<file path="config.mk">
export PLATFORM = sky130hd
export DESIGN_NAME = irq_pending
export DESIGN_NICKNAME = d
export VERILOG_FILES = /design/src/rtl/irq_pending.sv
export SDC_FILE = /design/constraint.sdc
export NUM_CORES = 1
export LEC_CHECK = 0
export CAP_MARGIN = 10
export CORE_ASPECT_RATIO = 1.2
export CORE_MARGIN = 2
export CORE_UTILIZATION = 31
export CTS_CLUSTER_SIZE = 28
export DETAILED_ROUTE_END_ITERATION = 8
export HOLD_SLACK_MARGIN = 0.12
export RECOVER_POWER = 25
export SLEW_MARGIN = 20
export SYNTH_ARGS = -nofsm -noshare
export SYNTH_HDL_FRONTEND = slang
export SYNTH_SLANG_ARGS = --single-unit
</file>
<file path="constraint.sdc">
create_clock -name clk -period 2.3 [get_ports clk]
set_input_delay 0.23 -clock clk [delete_from_list [all_inputs] [get_ports clk]]
set_output_delay 0.23 -clock clk [all_outputs]
set_load 0.01 [all_outputs]
</file>
<file path="src/rtl/irq_pending.sv">
// irq_pending: sticky request collector feeding the priority encoder.
// Latches request events per line, masks them, and offers the highest-index
// eligible pending line on a valid/ready handshake. The accepted line is cleared.
// Optional feature: define IRQ_PENDING_EDGE_EN to turn rising edges of req
// (instead of levels) into events.

module irq_pending #(
  parameter int N = 8,
  parameter int K = 3
) (
  input  logic         clk,
  input  logic         rst,
  input  logic [N-1:0] req,
  input  logic [N-1:0] mask,
  output logic         out_valid,
  input  logic         out_ready,
  output logic [K-1:0] out_idx,
  output logic [N-1:0] pending,
  output logic         overrun,
  input  logic         overrun_clr
);

  // state | meaning
  // IDLE  | no offer; looks for a masked pending line to offer
  // OFFER | out_idx offered and held until out_ready
  localparam logic [0:0] IDLE  = 1'b0;
  localparam logic [0:0] OFFER = 1'b1;

  logic [0:0]   state;
  logic [N-1:0] set;
  logic [N-1:0] clr;
  logic [N-1:0] cand;
  logic [K-1:0] sel_idx;
  logic         accept;

`ifdef IRQ_PENDING_EDGE_EN
  logic [N-1:0] req_q;

  // Previous request levels; reset to 0 so a line already high at release counts as an edge.
  always_ff @(posedge clk or posedge rst) begin
    if (rst) req_q <= '0;
    else     req_q <= req;
  end

  assign set = req & ~req_q;
`else
  assign set = req;
`endif

  assign accept    = (state == OFFER) & out_ready;
  assign out_valid = (state == OFFER);
  assign cand      = pending & mask;

  // One-hot clear of the line being accepted this cycle.
  always_comb begin
    clr = '0;
    if (accept) clr[out_idx] = 1'b1;
  end

  // Highest set index of the candidate vector wins.
  always_comb begin
    sel_idx = '0;
    for (int i = 0; i < N; i++) begin
      if (cand[i]) sel_idx = K'(i);
    end
  end

  // Pending register and sticky overrun; a set beats a same-cycle clear in both.
  always_ff @(posedge clk or posedge rst) begin
    if (rst) begin
      pending <= '0;
      overrun <= 1'b0;
    end else begin
      pending <= (pending & ~clr) | set;
      if (|(set & pending & ~clr)) overrun <= 1'b1;
      else if (overrun_clr)        overrun <= 1'b0;
    end
  end

  // Offer FSM: capture the winner in IDLE, hold it stable until accepted.
  always_ff @(posedge clk or posedge rst) begin
    if (rst) begin
      state   <= IDLE;
      out_idx <= '0;
    end else begin
      case (state)
        IDLE: begin
          if (|cand) begin
            out_idx <= sel_idx;
            state   <= OFFER;
          end
        end
        OFFER: begin
          if (out_ready) state <= IDLE;
        end
        default: state <= IDLE;
      endcase
    end
  end

endmodule

</file>
* Word level (Yosys, flattened, before mapping) *
Cells that the tools add are included.
W data, S select, Z words.

operators by class
  order comparisons = 2
  mux-type cells = 15
  bitwise gates (word level) = 8
  reduce and logical (&&, ||, !) cells = 5

operators with widths
  kind                  count
  $and A8 B8 Y8         4
  $reduce_or A8 Y1      2
  $mux W3               4
  $mux W8               1
  $not A8 Y8            1
  $or A8 B8 Y8          1
  $mux W1               6
  $lt A3 B4 Y1 const B  1
  $mux W2               2
  $demux W1 S3          1
  $ge A3 B1 Y1 const B  1
  $pmux W1 S2           1
  $reduce_and A2 Y1     1
  $reduce_bool A2 Y1    1
  $and A1 B1 Y1         1
  $logic_and A1 B1 Y1   1
  $not A1 Y1            1

word-level totals
  bits in registers = 13
  input port bits = 20
  output and inout port bits = 13
  logic and storage cells = 34

* Depth between registers and ports, before layout *
  depth in word-level cells = 9
  mapped depth = 5
  gate-level depth less buffers = 4

* Worst setup path after synthesis *
Ideal clock, no wire load.

  path type = reg2reg
  start point = register pending[5]
  end point = register out_idx[0]
  setup time = 128 ps
  arrival = 1256 ps
  data required time = 2172 ps
  setup slack = 917 ps
  cell stages (with the launch flop) = 5
  path buffers = 0
  clock period less this slack = 1383 ps
  cell sequence = dfrtp_1 > a22o_1 > and3b_1 > a21oi_2 > mux2_1

on the way
  longest elaborated chain between the ends = 4
  elaborated cells on any way between the ends = 6
  those cells by class = mux: 3; bitwise: 1; reduce/logical: 2

RTL lines
  element                 line  RTL
  from (decl)             18    output logic [N-1:0] pending,
  from (signal assigned)  74    pending <= (pending & ~clr) | set;
  $and A8 B8 Y8 *         52    assign cand = pending & mask;
  $mux W3 (3 in a row)    64    if (cand[i]) sel_idx = K'(i);
  to (signal assigned)    89    out_idx <= sel_idx;
  to (decl)               17    output logic [K-1:0] out_idx,

Every way passes the cells marked *; elsewhere a longest branch is shown, timed or not.
A chain may end at the register's enable or synchronous reset.

* Final worst setup path *
  start point = register out_idx[2]
  end point = output out_idx[2]

No word-level cell between the ends.

==> results.md <==
- Highest net fanout along the worst path: 7
- Avg Inst Size Synth: about 9 µm²
- Measured slew at the worst slew-check pin: 0.524 ns
- Synth Instances: 75
- Wire per inst: ~13 µm
- Global-route usage over all layers: 0.170
- Slowest Stage Delay on Critical Path: 0.58 ns
- Number of DRC violations after detailed routing: 0
- Floorplan Core Area: 2070 µm²
- Count of buffers inserted at the top-level ports: 32
- Share of post-route cells with drive strength above 1: 0.0550
- Combined area of the multi-input logic cells: about 340 µm²
- Leakage power: around 0.43 nW
- Clock latency on the worst-skew pair: around 0.27 ns
- Number of nets with antenna violations after routing: 0
- Vias: ~690
- Initial antenna violation count: 0
- DR pass1 iterations: 5
- Slew Limit Headroom: 0.650
- Pin count of the biggest net entering global routing: 14
- Crit path buf inv count: 1
- Final Hold Violating Endpoints: 0
- Data required time at the worst endpoint: a little over 2 ns
- Mean number of vias per cell: 4.98
- Count of standard-cell rows: 18
- Class of the worst hold path: in2async
- Critical path startpoint category: flop
- Sinks on the clock net: 13
- Clk root buf: clkbuf_4
- Post-layout nets: 130
- Beginning of the worst register-to-register path: pending[5]$_DFF_PP0_
- TNS Setup: 0 ns
- Count of instances resized after the clock tree is built: 0
- Number of synthesized register bits: 13
- Critical path endpoint category: output port
- Full die area: between 2000 and 3000 µm²
- Post-layout min period: around 1.6 ns
- Share of the clock period used by the worst path after layout: 0.680
- Count of different cell masters after synthesis: 23
- Post-Syn Nets: 95
- Synth warnings: 0
- Post-Route WL: about 1.9 mm
- Number of post-CTS setup repair buffers: 0
- Max cap viols: 0
- Seq/Total Area, Yosys: 0.476
- Peak Freq: 0.639 GHz
- Level count of the clock H-tree: 1
- Final critical-path setup slack: about 0.74 ns
- Worst path arrival time: approximately 1.3 ns
- Area growth from synthesis to layout: 54.8%
- Sequence of cells on the critical path: clkdlybuf4s50_1
- Detailed placement HPWL: between 1 and 1.5 mm
- Flop-to-flop setup slack: 0.81 ns
- Worst setup path startpoint: out_idx[2]$_DFFE_PP0P_
- IO Count: 33
- Placement Setup Slack: roughly 0.58 ns
- Clk buf depth: 2
- Count of pins over their slew limit: 0
- Total gr overflow: 0
- Largest delay contributor family on the critical path: buffers and inverters
- Final setup vio count: 0
- Crit Path Class: reg2out
- Number of hold buffers added after CTS: 0
- Routability congestion estimate: between 0.7 and 0.8
- Largest clock skew in the final design: between 0.001 and 0.0015 ns
- Clock slew at reported path FFs: approximately 0.08 ns
- Fillers: roughly 230
- RSZ-0062 raised after global routing: no
- Number of global-route vias before repair: 707
- Chip Width: 46.9 µm
- Run status: completed
- Clock tree from TritonCTS: built
- Total clock buffers created by CTS: 3
- Standard cell with the maximum stage delay on the critical path: clkdlybuf4s50_1
- Syn Std Cell Area: between 600 and 700 µm²
- Die outline height: 55.4 µm
- DRC marker count from the first detailed-route iteration: 21
- Total power density per cell area: approximately 800 nW/µm²
- FF+latch area: ~330 µm²
- First-pass GRT wire length: 3.18 mm
- Effective utilization at floorplan: 0.330
- Number of inserted diodes: 0
- Worst VDD drop: around 0.42 mV
[metal layers]
layer | part of all wire | up-vias | routed length (µm) | GRT usage
li1 | - | 337 | - | -
met1 | 0.46 | 323 | 853 | 0.228
met2 | 0.47 | 28 | 880 | 0.250
met3 | 0.054 | 4 | 101 | 0.0425
met4 | 0.018 | 0 | 34 | 0.0754
met5 | 0 | - | 0 | 0
[registers in the layout (all words and copies together) (netlist names)]
register	count
out_idx	3
overrun	1
out_valid	1
pending	8
[through the flow]
stage	std cells	total power, mW	hold WS (ns)	instance area, µm²	utilization
floorplan	75	0.521	0.107	683	-
global placement	135	0.700	0.511	1030	0.498
detailed placement	135	0.699	0.516	1030	0.498
CTS	139	0.847	0.314	1060	0.510
global route	139	0.905	0.468	1060	0.510
finish	139	0.841	0.422	1060	0.510
[final timing paths]
path,endpoint,cells past startpoint
min,out_valid$_DFF_PP0_,2
max,out_idx[2],1
min reg2reg,pending[6]$_DFF_PP0_,1
min in group clk,pending[6]$_DFF_PP0_,1
max in group asynchronous,pending[6]$_DFF_PP0_,2
max reg2reg,out_idx[0]$_DFFE_PP0P_,4
[where the power goes]
group / leakage (nW) / internal [mW] / switching [mW]
clock network: 0.0150 / 0.0672 / 0.0762
logic: 0.293 / 0.193 / 0.147
registers: 0.124 / 0.279 / 0.0776
total: 0.431 / 0.540 / 0.301
[Yosys cell counts]
cell / number / share of area
nor2b_1: 2 / 0.018
nand3_1: 3 / 0.022
nand4_1: 1 / 0.0092
a32oi_1: 1 / 0.013
a21oi_2: 1 / 0.013
nand2_1: 18 / 0.099
a31oi_1: 3 / 0.027
nor2_1: 1 / 0.0055
buf_2: 2 / 0.015
mux2_1: 2 / 0.033
and3_1: 2 / 0.018
and3b_1: 2 / 0.026
o22ai_1: 1 / 0.0092
inv_1: 3 / 0.016
dfrtp_1: 13 / 0.48
a22oi_1: 1 / 0.011
a21o_1: 7 / 0.077
o21ai_1: 1 / 0.0073
o211ai_1: 2 / 0.022
a21o_2: 2 / 0.026
o21ai_0: 2 / 0.015
a22o_1: 1 / 0.013
a21oi_1: 4 / 0.029
[cell type report]
cell class	instances	share of cell area
clock buffers	4	0.0249
inverters	3	0.0107
multi-input cells	57	0.318
flip-flops and latches	13	0.308
well taps	30	0.0355
repair buffers	32	0.303
[kinds of logic after synthesis]
logic type | after synthesis | share of synthesized area
mux | 2 | 0.0330
buf+inv | 5 | 0.0311
flops | 13 | 0.476
compound gates | 26 | 0.262
simple gates | 29 | 0.198
[layout by cell type, fill, tap and decap left out, drive strengths merged, types with 2 or more instances in the layout]
| cell type | synthesis | routed |
|---|---|---|
| a31oi | 3 | 3 |
| nand3 | 3 | 3 |
| o21ai | 3 | 3 |
| a21oi | 5 | 5 |
| mux2 | 2 | 2 |
| nor2b | 2 | 2 |
| dfrtp | 13 | 13 |
| clkdlybuf4s50 | 0 | 31 |
| inv | 3 | 3 |
| and3 | 2 | 2 |
| a21o | 9 | 9 |
| nand2 | 18 | 18 |
| o211ai | 2 | 2 |
| and3b | 2 | 2 |
| clkbuf | 0 | 4 |
Note: power is estimated with default switching activity, not from simulation.
